$ cat src/rtl/jtag_master.sv
// jtag_master: host-side JTAG driver running TAP-reset, IR/DR scans and idle clocks, parking the TAP in Run-Test/Idle
module jtag_master #(
  parameter int CLK_DIV = 2,
  parameter int DATA_W  = 32,
  parameter int LEN_W   = 6
) (
  input  logic              clk,
  input  logic              rst_n,
  input  logic              cmd_valid,
  output logic              cmd_ready,
  input  logic [1:0]        cmd_op,
  input  logic [LEN_W-1:0]  cmd_len,
  input  logic [DATA_W-1:0] cmd_data,
  output logic              rsp_valid,
  output logic [DATA_W-1:0] rsp_data,
  output logic              busy,
  output logic              tck,
  output logic              tms,
  output logic              tdi,
  input  logic              tdo
);
  localparam int DW = CLK_DIV > 1 ? $clog2(CLK_DIV) : 1;
  typedef enum logic [2:0] {IDLE, RST_SEQ, PRE, SHIFT, POST, RUN, DONE} state_t;
  state_t state_q, state_d;
  logic [DW-1:0] div_q, div_d;
  logic [LEN_W-1:0] cnt_q, cnt_d, len_q, len_d, slen;
  logic [DATA_W-1:0] data_q, data_d, cap_q, cap_d, mask_q, mask_d, rsp_q, rsp_d;
  logic ir_q, ir_d, auto_q, auto_d, tck_q, tck_d, tms_q, tms_d, tdi_q, tdi_d;
  logic half_end, last;
  assign cmd_ready = state_q == IDLE || state_q == DONE;
  assign busy      = !cmd_ready;
  assign rsp_valid = state_q == DONE;
  assign rsp_data  = rsp_q;
  assign tck       = tck_q;
  assign tms       = tms_q;
  assign tdi       = tdi_q;
  assign half_end  = div_q == DW'(CLK_DIV - 1);
  assign slen      = cmd_len == '0 ? LEN_W'(1) : cmd_len > LEN_W'(DATA_W) ? LEN_W'(DATA_W) : cmd_len;
  // index of the final TCK period of the current phase
  assign last = cnt_q == (state_q == RST_SEQ ? LEN_W'(5) : state_q == PRE ? (ir_q ? LEN_W'(3) : LEN_W'(2)) :
                          state_q == POST ? LEN_W'(1) : len_q - 1'b1);
  always_comb begin
    state_d = state_q;
    div_d   = div_q;
    cnt_d   = cnt_q;
    len_d   = len_q;
    ir_d    = ir_q;
    auto_d  = auto_q;
    data_d  = data_q;
    cap_d   = cap_q;
    mask_d  = mask_q;
    rsp_d   = rsp_q;
    tck_d   = tck_q;
    tms_d   = tms_q;
    tdi_d   = tdi_q;
    if (cmd_ready) begin
      state_d = IDLE;
      tms_d   = 1'b0;
      tdi_d   = 1'b0;
      if (cmd_valid) begin
        state_d = cmd_op == 2'b00 ? RST_SEQ : cmd_op == 2'b11 ? (cmd_len == '0 ? DONE : RUN) : PRE;
        auto_d  = 1'b0;
        ir_d    = cmd_op == 2'b01;
        len_d   = cmd_op == 2'b11 ? cmd_len : slen;
        cnt_d   = '0;
        div_d   = '0;
        data_d  = cmd_data;
        cap_d   = '0;
        mask_d  = DATA_W'(1);
        tms_d   = cmd_op != 2'b11;
      end
    end else if (!half_end) begin
      div_d = div_q + 1'b1;
    end else begin
      div_d = '0;
      tck_d = !tck_q;
      if (!tck_q) begin
        cap_d = (state_q == SHIFT && tdo) ? cap_q | mask_q : cap_q;
      end else begin
        state_d = !last ? state_q : state_q == RST_SEQ ? (auto_q ? IDLE : DONE) :
                  state_q == PRE ? SHIFT : state_q == SHIFT ? POST : DONE;
        cnt_d   = last ? '0 : cnt_q + 1'b1;
        if (state_q == SHIFT) begin
          data_d = data_q >> 1;
          mask_d = mask_q << 1;
        end
        if (state_q == POST && last) rsp_d = cap_q;
        tms_d = state_d == RST_SEQ ? cnt_d < LEN_W'(5) :
                state_d == PRE ? (ir_q ? cnt_d < LEN_W'(2) : cnt_d == '0) :
                state_d == SHIFT ? cnt_d == len_q - 1'b1 : state_d == POST && cnt_d == '0;
        tdi_d = state_d == SHIFT && data_d[0];
      end
    end
  end
  // reset values double as the first period of the automatic TAP reset
  always_ff @(posedge clk or negedge rst_n) begin
    if (!rst_n) begin
      state_q <= RST_SEQ;
      div_q   <= '0;
      cnt_q   <= '0;
      len_q   <= '0;
      ir_q    <= 1'b0;
      auto_q  <= 1'b1;
      data_q  <= '0;
      cap_q   <= '0;
      mask_q  <= '0;
      rsp_q   <= '0;
      tck_q   <= 1'b0;
      tms_q   <= 1'b1;
      tdi_q   <= 1'b0;
    end else begin
      state_q <= state_d;
      div_q   <= div_d;
      cnt_q   <= cnt_d;
      len_q   <= len_d;
      ir_q    <= ir_d;
      auto_q  <= auto_d;
      data_q  <= data_d;
      cap_q   <= cap_d;
      mask_q  <= mask_d;
      rsp_q   <= rsp_d;
      tck_q   <= tck_d;
      tms_q   <= tms_d;
      tdi_q   <= tdi_d;
    end
  end
endmodule

$ cat config.mk
export PLATFORM = sky130hd
export DESIGN_NAME = jtag_master
export DESIGN_NICKNAME = d
export VERILOG_FILES = /design/src/rtl/jtag_master.sv
export SDC_FILE = /design/constraint.sdc
export NUM_CORES = 1
export LEC_CHECK = 0
export CORE_UTILIZATION = 50
export DETAILED_ROUTE_END_ITERATION = 10
export GPL_TIMING_DRIVEN = 0
export PLACE_DENSITY = 0.7
export SETUP_SLACK_MARGIN = 0.2
export SYNTH_ARGS = -nofsm -noshare
export SYNTH_HDL_FRONTEND = slang
export SYNTH_SLANG_ARGS = --single-unit
$ cat constraint.sdc
create_clock -name clk -period 5.8 [get_ports clk]
set_input_delay 0.87 -clock clk [delete_from_list [all_inputs] [get_ports clk]]
set_output_delay 0.87 -clock clk [all_outputs]
set_load 0.005 [all_outputs]
Word level (Yosys, flattened, before mapping):

Index checks and enable logic that the tools add are counted.

* output and inout port bits: 38
* register bits: 149

* multiplexer cells: 56
* bitwise operators: 2
* equal/unequal tests: 16
* add/sub/neg operators: 3
* reductions and logical operators: 22
* magnitude comparators: 3

Operator list (count)
* $mux 32: 18
* $mux 6: 11
* $or 32x32->32: 1
* $mux 3: 10
* $mux 1: 15
* $eq 3x2->1 const B: 4
* $eq 6x6->1: 2
* $logic_not 6->1: 2
* $reduce_and 4->1: 3
* $eq 3x3->1 const B: 3
* $reduce_bool 2->1: 4
* $add 6x1->6 const B: 1
* $eq 3x1->1 const B: 2
* $gt 6x6->1 const B: 1
* $lt 6x2->1 const B: 1
* $lt 6x3->1 const B: 1
* $ne 2x2->1 const B: 3
* $reduce_and 2->1: 3
* $sub 6x1->6 const B: 1
* $logic_and 1x1->1: 4
* $mux 2: 2
* $logic_not 3->1: 1
* $reduce_and 3->1: 1
* $eq 2x1->1 const B: 1
* other kinds (6): 7

Logic depth before layout (Yosys ltp):

Gate-level depths: netlist of the first run.

* word-level depth: 14
* mapped depth: 11
* mapped depth without buffers: 10

Worst setup path after synthesis of the first run:

No wires, ideal clock.

* kind: register to register
* start: register len_q[0]
* end: register rsp_q[0], in the netlist rsp_data[0]
* arrival time: 2819 ps
* stages on the path, launching flop included: 12
* period minus slack after synthesis: 2945 ps
* required time: 5675 ps
* slack: 2855 ps
* cells stage by stage: dfrtp_1 -> inv_1 -> ha_1 -> nor2b_1 -> o32ai_1 -> xnor2_1 -> o2111ai_2 -> nor3_4 -> nand3_4 -> nor4_4 -> buf_8 -> mux2_4

* word-level cells in the longest chain between the ends: 7

Ends and longest elaborated chain
* from (decl): line 26 `logic [LEN_W-1:0] cnt_q, cnt_d, len_q, len_d, slen;`
* from (signal assigned): line 115 `len_q <= len_d;`
* $sub 6x1->6: line 41 `state_q == POST ? LEN_W'(1) : len_q - 1'b1);`
* $mux 6: line 41
* $mux 6 (2 in series): line 40 `assign last = cnt_q == (state_q == RST_SEQ ? LEN_W'(5) : state_q == PRE ? (ir_q ? LEN_W'(3) : LEN_W'(2)) :`
* $eq 6x6->1: line 40
* $logic_and 1x1->1: line 87 `if (state_q == POST && last) rsp_d = cap_q;`
* $reduce_and 4->1 (no source line)
* to (signal assigned): line 121 `rsp_q <= rsp_d;`
* to (decl): line 27 `logic [DATA_W-1:0] data_q, data_d, cap_q, cap_d, mask_q, mask_d, rsp_q, rsp_d;`

No other way between the ends.
A chain may end at the register's enable or synchronous reset.

Worst setup path in the final report of the first run:

* start: register len_q[0]
* end: register rsp_q[31], in the netlist rsp_data[31]

The elaborated chain is that of the path after synthesis.

==> results.json, run 1 <==
{
  "fin_area_um2": 8350,
  "cp-end-kind": "register",
  "avgViaCountPerCell": 5.46,
  "synth_common_cells": "nand2_1 (161), dfrtp_1 (146), nand3_1 (44)",
  "reg2reg_setup_slack_ns": 2.17,
  "drive_above_1_share": 0.115,
  "drtPass1Iterations": 8,
  "ant_nets": 0,
  "grt_pass1_wl_mm": 24.9,
  "clock_path_buffers": 2,
  "critPathMaxFanout": 10,
  "synth_cells": 641,
  "r2r-end": "rsp_data[31]",
  "hold_buffers": 0,
  "coreArea_um2": 13200,
  "grt.overflow.total": 0,
  "vias": 5086,
  "synth_top_family_by_area": "simple AND/OR/NAND/NOR gates",
  "wire_per_inst_um": 16.1,
  "post_cts_resized": 0,
  "worstSetupPathType": "register to register",
  "clock_latency_ns": 0.41,
  "die_area_um2": 14000,
  "fp.dieW_um": 118,
  "maxSlewHeadroom": 0.303,
  "ir_worst_vdd_v": 0.000197,
  "synth_warnings": 0,
  "rows": 42,
  "outcome": "finished, violations left",
  "synth.area.top_cells": "dfrtp_1 (54%), nand2_1 (9.0%), mux2_4 (6.7%)",
  "fin_crit_ns": 3.63,
  "start_util": 0.512,
  "cp-endpoint": "rsp_data[31]",
  "cts_root_buf": "clkbuf_16",
  "final_nets": 788,
  "power_mw": 2.09,
  "synth-async-reset-ratio": 1.00,
  "synth_compound_area_frac": 0.136,
  "yosys.area.top_type": "dfrtp_1",
  "synth.yosys.seq_area_share": 0.553,
  "maxCapViolCount": 0,
  "num-fill-cells": 1054,
  "cts-htree-levels": 4,
  "hold_viol": 0,
  "crit_path_start": "len_q[0]",
  "synth_top_flop_cell": "dfrtp_1",
  "syn_area_um2": 6750,
  "clock.fmax_mhz": 276,
  "gp_congestion": 0.864,
  "p_leak_nw": 3.83,
  "synthToLayoutAreaGrowth_pct": 23.7,
  "drt_iter0_drc": 338,
  "ys_ff_latch": 149,
  "cts_sinks": 149,
  "p_per_area_nw_per_um2": 250,
  "io_pins": 82,
  "violations": "DRC",
  "path_clk_slew_ns": 0.06,
  "globalRouteTotalUtil": 0.227,
  "antenna_found_initial": 0,
  "crit_arrival_ns": 3.92,
  "synth_xor_area_frac": 0.0219,
  "rsz0062_at_grt": "no",
  "clock_skew_ns": 0.0100,
  "tns_ns": 0,
  "slew_viol_final": 0,
  "synth.distinct_cells": 61,
  "synth_simple_gate_area_frac": 0.177,
  "instances_no_fill": 931,
  "synth_most_common_cell": "nand2_1",
  "r2r-start": "len_q[0]",
  "synth_fa_ha_area_frac": 0.00519,
  "synth_edf_count": 0,
  "grt_pass1_vias": 4999,
  "wirelength_mm": 15.0,
  "die_h_um": 118,
  "post_cts_buffers": 0,
  "dp_hpwl_mm": 10.6,
  "cts_buffers": 17,
  "critPathRequiredTime_ns": 6.09,
  "placed_cells": 899,
  "ff2ff_path_depth": 11,
  "grt_max_degree": 105,
  "fin_crit_sh": 0.625,
  "num_antenna_cells": 0,
  "portBuffers": 81,
  "synth_nets": 687,
  "drc": 1,
  "start_kind": "register",
  "syn_avg_cell_area_um2": 10.5,
  "worst_slew_pin_slew_ns": 1.04,
  "synthMuxAreaShare": 0.0717,
  "holdCritPathClass": "primary input to async pin",
  "synth_top_area_share": 0.541,
  "placed_area_um2": 7810,
  "setup_violations": 0,
  "cts_tree": "done",
  "whs_ns": 0.387
}
## cells by family (layout without fill, tap and decap cells)
| kind of cell | Yosys count | count (layout) |
|---|---|---|
| fa+ha+maj | 3 | 3 |
| mux | 33 | 33 |
| compound gates | 126 | 126 |
| flops | 149 | 149 |
| xor+xnor | 16 | 16 |
| buf+inv | 50 | 164 |
| simple gates | 264 | 264 |
## metrics by stage
step                      setup WS [ns]  utilization
after floorplan                    2.86            -
after global placement            -2.00        0.590
after detailed placement           2.18        0.592
after CTS                          2.17        0.633
after global routing               1.99        0.633
final                              2.17        0.633
## worst max-delay path, cell delays in order (launching register included)
cell and delay, ns:
dfrtp_1 0.48, inv_1 0.11, ha_1 0.39, nor2b_1 0.16
o32ai_1 0.32, xnor2_1 0.18, o2111ai_2 0.20, nor3_4 0.39
nand3_4 0.15, nor4_4 0.56, buf_8 0.25, mux2_4 0.31
## area by class of cell
cell class              instances  area (um^2)  share of cell area
plain buffers                  43          208              0.0249
clock buffers                  19          443              0.0530
clock inverters                13         98.8              0.0118
inverters                       7         26.3             0.00315
multi-input cells             442         2780               0.333
flip-flops and latches        149         3730               0.447
well taps                     176          220              0.0264
repair buffers                 82          840               0.101
## registers in the layout, summed over array words and instances (netlist names)
register	flops
mask_q	32
cap_q	32
cnt_q	6
auto_q	1
tck	1
data_q	32
state_q	3
len_q	6
ir_q	1
div_q	1
tdi	1
rsp_data	32
tms	1
## per-layer routing
layer  wire (um)  global-route usage  part of all wire  up-vias
met1        6820               0.299              0.45     2470
li1            -                   -                 -     2466
met3         771              0.0536             0.051       12
met4         163              0.0833             0.011        0
met5           0                   0                 0        -
met2        7240               0.366              0.48      138
## where the power goes
part	switching, mW	internal (mW)	leakage (nW)
Clock	0.432	0.562	0.261
Sequential	0	1.04	1.86
Combinational	0.0281	0.0286	1.71
Total	0.460	1.63	3.83
## worst min path at each step
stage	cells after the start	start	endpoint	slack [ns]
5_1_grt	1	rst_n	rsp_data[7]	0.42
2_1_floorplan	2	auto_q	auto_q	0.45
6_report	1	rst_n	rsp_data[7]	0.39
4_1_cts	1	rst_n	rsp_data[7]	0.39
3_3_place_gp	2	data_q[28]	data_q[28]	0.46
3_5_place_dp	2	data_q[28]	data_q[28]	0.46
## placed cells by master (no fill, tap or decap), types with 19 or more instances in the layout
cell type,netlist,routed
mux2_4,30,30
nand3_1,44,44
dfrtp_1,146,146
nor2_1,19,19
a22o_1,31,31
nand2_1,161,161
a22oi_1,30,30
o21ai_0,19,19
clkdlybuf4s50_1,0,80
clkbuf_1,31,32
(Power assumes the default switching activity.)
==> inputs of run 2 (changes only) <==
- clock period: 5.8 -> 3.7 ns (I/O delays scaled with it)
==> run 2 against run 1 <==
Compared with the run above:
- the flow still finishes with violations (DRC)
- combinational power is 57% higher
- flip-flop and latch count unchanged
- global-route usage hardly changed
- non-clock buffer count is 5 higher
- clock skew down 0.0017 ns
- die area is the same
- wire length increased by 0.24%
- utilization is 0.29 points higher
- clock-buffer cell count unchanged
- cell area rose by 0.46%
- critical path type unchanged
==> results.json, run 2 (synthesis gave the netlist of run 1 again) <==
{
  "outcome": "finished, violations left",
  "violations": "DRC",
  "r2r-start": "len_q[0]",
  "cts_sinks": 149,
  "crit_arrival_ns": 3.61,
  "avgViaCountPerCell": 5.47,
  "critical-path-top-delay-family": "simple AND/OR/NAND/NOR gates",
  "grt_pass1_wl_mm": 24.9,
  "reg2reg_setup_slack_ns": 0.39,
  "grt.overflow.total": 0,
  "fin_crit_sh": 0.895,
  "fin_ws_ns": 0.389,
  "cp-endpoint": "rsp_data[5]",
  "path_clk_slew_ns": 0.06,
  "num_antenna_cells": 0,
  "clock_latency_ns": 0.41,
  "p_leak_nw": 3.86,
  "wirelength_mm": 15.0,
  "critPathMaxStageDelay_ns": 0.43,
  "slew_viol_final": 0,
  "final_nets": 793,
  "worstSetupPathType": "register to register",
  "portBuffers": 81,
  "antenna_found_initial": 0,
  "crit_chain": "inv_1, ha_1, nor2b_1, o32ai_1, xnor2_1, o2111ai_2, nor3_4, nand3_4, nor4_4, buf_4, buf_8, mux2_4",
  "synthToLayoutAreaGrowth_pct": 24.3,
  "cts_tree": "done",
  "drc": 1,
  "grt_max_degree": 105,
  "r2r-end": "rsp_data[5]",
  "clock.fmax_mhz": 302,
  "ir_worst_vdd_v": 0.000310,
  "fp.dieW_um": 118,
  "clock_skew_ns": 0.00838,
  "maxCapViolCount": 0,
  "critPathMaxFanout": 10,
  "whs_ns": 0.0733,
  "path_depth": 12,
  "cp-end-kind": "register",
  "ant_nets": 0,
  "rsz0062_at_grt": "no",
  "worst_slew_pin_slew_ns": 1.06,
  "clock_path_buffers": 2,
  "cts-htree-levels": 4,
  "critPathRequiredTime_ns": 3.99,
  "wire_per_inst_um": 16.1,
  "grt_pass1_vias": 4999,
  "holdCritPathClass": "primary input to async pin",
  "cts_buffers": 17,
  "hold_viol": 0,
  "drt_iter0_drc": 393,
  "io_pins": 82,
  "final_common_cell": "nand2_1",
  "die_area_um2": 14000,
  "start_util": 0.512,
  "drtPass1Iterations": 8,
  "cpMaxStageDelayCell": "dfrtp_2",
  "setup_violations": 0,
  "crit_path_start": "len_q[0]",
  "globalRouteTotalUtil": 0.227,
  "fin_crit_ns": 3.31,
  "coreArea_um2": 13200,
  "drive_above_1_share": 0.122,
  "rows": 42,
  "maxSlewHeadroom": 0.292,
  "cts_root_buf": "clkbuf_16",
  "mostFrequentLayoutCells": "nand2_1 (161), dfrtp_1 (145), clkdlybuf4s50_1 (80)",
  "vias": 5120,
  "start_kind": "register",
  "gp_congestion": 0.864,
  "ff2ff_path_depth": 12,
  "crit_buf_inv": 3,
  "dp_hpwl_mm": 10.6,
  "die_h_um": 118,
  "place_ws_ns": 0.0777,
  "p_per_area_nw_per_um2": 391
}
run 2: cell types whose count changed in the layout (fill, tap and decap cells not counted), sizes merged:
cell and change:
buf +5
run 2: per-stage QoR:
stage	instances	utilization	cell area [um^2]	TNS [ns]	total power [mW]
finish	936	0.636	8390	0	3.28
global route	936	0.636	8390	0	3.39
CTS	933	0.634	8370	0	3.31
detailed placement	899	0.592	7810	0	1.75
global placement	898	0.590	7780	-555.87	1.75
floorplan	641	-	6750	0	1.66
run 2: what timing repair did:
action | 4_1_cts | 5_1_grt
endpoints found under the setup margin | 30 | 32
buffers inserted | 2 | 3
resized for setup | 0 | 1
hold endpoints to repair | 0 | 0
hold buffers | 0 | 0
pin swaps | 1 | 1
run 2: where the power goes:
group / total, mW / switching (mW) / internal [mW]
registers: 1.63 / 0 / 1.63
clock network: 1.56 / 0.679 / 0.881
logic: 0.0890 / 0.0441 / 0.0449
run 2: routing by layer:
metal | track usage | up-vias | wire length, um | share of wire
li1 | - | 2470 | - | -
met1 | 0.299 | 2494 | 6800 | 0.45
met2 | 0.366 | 146 | 7260 | 0.48
met3 | 0.0536 | 10 | 817 | 0.054
met4 | 0.0833 | 0 | 149 | 0.0099
met5 | 0 | - | 0 | 0
run 2: worst min-delay path by stage:
stage,to,cells after the start,startpoint,slack [ns]
6_report,rsp_data[7],1,rst_n,0.07
5_1_grt,rsp_data[7],1,rst_n,0.10
4_1_cts,rsp_data[7],1,rst_n,0.08
3_5_place_dp,data_q[28],2,data_q[28],0.46
3_3_place_gp,data_q[28],2,data_q[28],0.46
2_1_floorplan,cap_q[0],0,rst_n,0.26
run 2: area by class of cell:
class,instances,area [um^2]
Tap cell,176,220
Inverter,7,26.3
Clock buffer,19,443
Timing Repair Buffer,87,877
Sequential cell,149,3730
Fill cell,1054,4800
Multi-Input combinational cell,442,2780
Buffer,43,208
Clock inverter,13,98.8
==> inputs of run 3 (changes only) <==
- CAP_MARGIN: not set -> 15
- GPL_TIMING_DRIVEN: 0 -> not set
==> run 3 against run 2 <==
Compared with the run above:
- the flow still finishes with violations (DRC)
- fmax is 0.49% higher
- die area stayed put
- wire length is essentially flat
- clock skew about the same
- power is 2.7% higher
- cell area shrank 1.5%
- register-to-register slack improved by 0.14 ns
- largest cell class unchanged
- largest power group is now the clock network
==> results.json, run 3 (synthesis gave the netlist of run 1 again) <==
{
  "drc": 1,
  "wirelength_mm": 15.0,
  "placed_area_um2": 7680,
  "num-fill-cells": 1076,
  "p_comb_frac": 0.026,
  "worst_slew_pin_slew_ns": 0.804,
  "clock_skew_ns": 0.00869,
  "vias": 5054,
  "die_h_um": 118,
  "num_antenna_cells": 0,
  "clock.fmax_mhz": 303,
  "power.share.sequential": 0.484,
  "critPathRequiredTime_ns": 3.14,
  "maxCapViolCount": 0,
  "drtPass1Iterations": 8,
  "cts_tree": "done",
  "clock_power_share": 0.490,
  "final_common_cell": "nand2_1",
  "final_nets": 755,
  "setup_violations": 0,
  "p_per_area_nw_per_um2": 407,
  "synthToLayoutAreaGrowth_pct": 22.4,
  "antenna_found_initial": 0,
  "wire_per_inst_um": 16.7,
  "ir_worst_vdd_v": 0.000258,
  "avgViaCountPerCell": 5.63,
  "cts_sinks": 149,
  "violations": "DRC",
  "coreArea_um2": 13200,
  "grt.overflow.total": 0,
  "p_leak_nw": 3.81,
  "fin_crit_ns": 3.30,
  "cts_root_buf": "clkbuf_16",
  "cts_buffers": 17,
  "clock_latency_ns": 0.43,
  "start_kind": "register",
  "p_int_mw": 2.59,
  "tns_ns": 0,
  "cts-htree-levels": 4,
  "p_sw_uw": 779,
  "start_util": 0.512,
  "holdCritPathClass": "primary input to async pin",
  "outcome": "finished, violations left",
  "drive_above_1_share": 0.130,
  "grt_pass1_vias": 5071,
  "fp.dieW_um": 118,
  "io_pins": 82,
  "portBuffers": 81,
  "maxSlewHeadroom": 0.464,
  "grt_max_degree": 92,
  "clock_path_buffers": 2,
  "cp-end-kind": "primary output",
  "rsz0062_at_grt": "no",
  "path_clk_slew_ns": 0.07,
  "gp_congestion": 0.884,
  "worstSetupPathType": "register to primary output",
  "mostFrequentLayoutCells": "nand2_1 (160), dfrtp_1 (146), clkdlybuf4s50_1 (80)",
  "globalRouteTotalUtil": 0.228,
  "fin_area_um2": 8260,
  "grt_pass1_wl_mm": 25.1,
  "fin_crit_sh": 0.891,
  "post_cts_buffers": 0,
  "die_area_um2": 14000,
  "crit_arrival_ns": 2.74,
  "hold_viol": 0,
  "switching_share": 0.231,
  "post_cts_resized": 0,
  "critPathMaxFanout": 12,
  "ant_nets": 0,
  "dp_hpwl_mm": 9.70,
  "drt_iter0_drc": 352,
  "final_core_util": 0.626,
  "hold_buffers": 0,
  "rows": 42,
  "slew_viol_final": 0
}
## run 3: cell types whose count changed in the layout (fill, tap and decap cells not counted), sizes merged
cell | previous run | this run
clkbuf | 50 | 19
inv | 11 | 13
clkinvlp | 3 | 2
buf | 19 | 12
clkinv | 6 | 5
## run 3: worst paths after layout
kind / startpoint / to / slack [ns] / cells past startpoint
setup reg to reg: len_q[0] / rsp_data[6] / 0.53 / 11
min in group clk: data_q[3] / data_q[3] / 0.47 / 2
hold / removal: rst_n / rsp_data[6] / 0.18 / 1
setup / recovery: state_q[1] / busy / 0.40 / 5
max in group asynchronous: rst_n / rsp_data[26] / 2.59 / 2
hold reg to reg: data_q[3] / data_q[3] / 0.47 / 2
## run 3: power groups by stage
stage,Sequential [mW],Clock (mW),Combinational [mW]
CTS,1.63,1.67,0.0892
global route,1.63,1.74,0.0969
detailed placement,1.66,0,0.0888
global placement,1.66,0,0.0870
floorplan,1.66,0,0.00413
finish,1.63,1.65,0.0864
## run 3: area by class of cell
class	count	area, um^2	share of cell area
Inverter	7	26.3	0.00318
Multi-Input combinational cell	442	2800	0.339
Clock buffer	19	453	0.0548
Sequential cell	149	3730	0.452
Tap cell	176	220	0.0267
Clock inverter	13	115	0.0139
Timing Repair Buffer	92	915	0.111
## run 3: worst max-delay path, cell delays in order (launching register included)
cell and delay, ns:
dfrtp_1 0.53, buf_4 0.26, nand2b_1 0.16, o21ai_1 0.64, inv_1 0.21, clkdlybuf4s50_1 0.50
## run 3: routing by layer
layer / part of all wire / global-route usage
met5: 0 / 0
met4: 0.021 / 0.0921
met3: 0.045 / 0.0512
met2: 0.48 / 0.368
met1: 0.45 / 0.297
## run 3: per-stage QoR
step | worst slack, ns | hold slack (ns) | power (mW) | instances
after global placement | 0.571 | 0.460 | 1.75 | 865
after CTS | 0.490 | 0.223 | 3.39 | 897
final | 0.405 | 0.182 | 3.37 | 898
after global routing | 0.289 | 0.260 | 3.46 | 898
after floorplan | 0.755 | 0.259 | 1.66 | 641
after detailed placement | 0.517 | 0.465 | 1.75 | 865
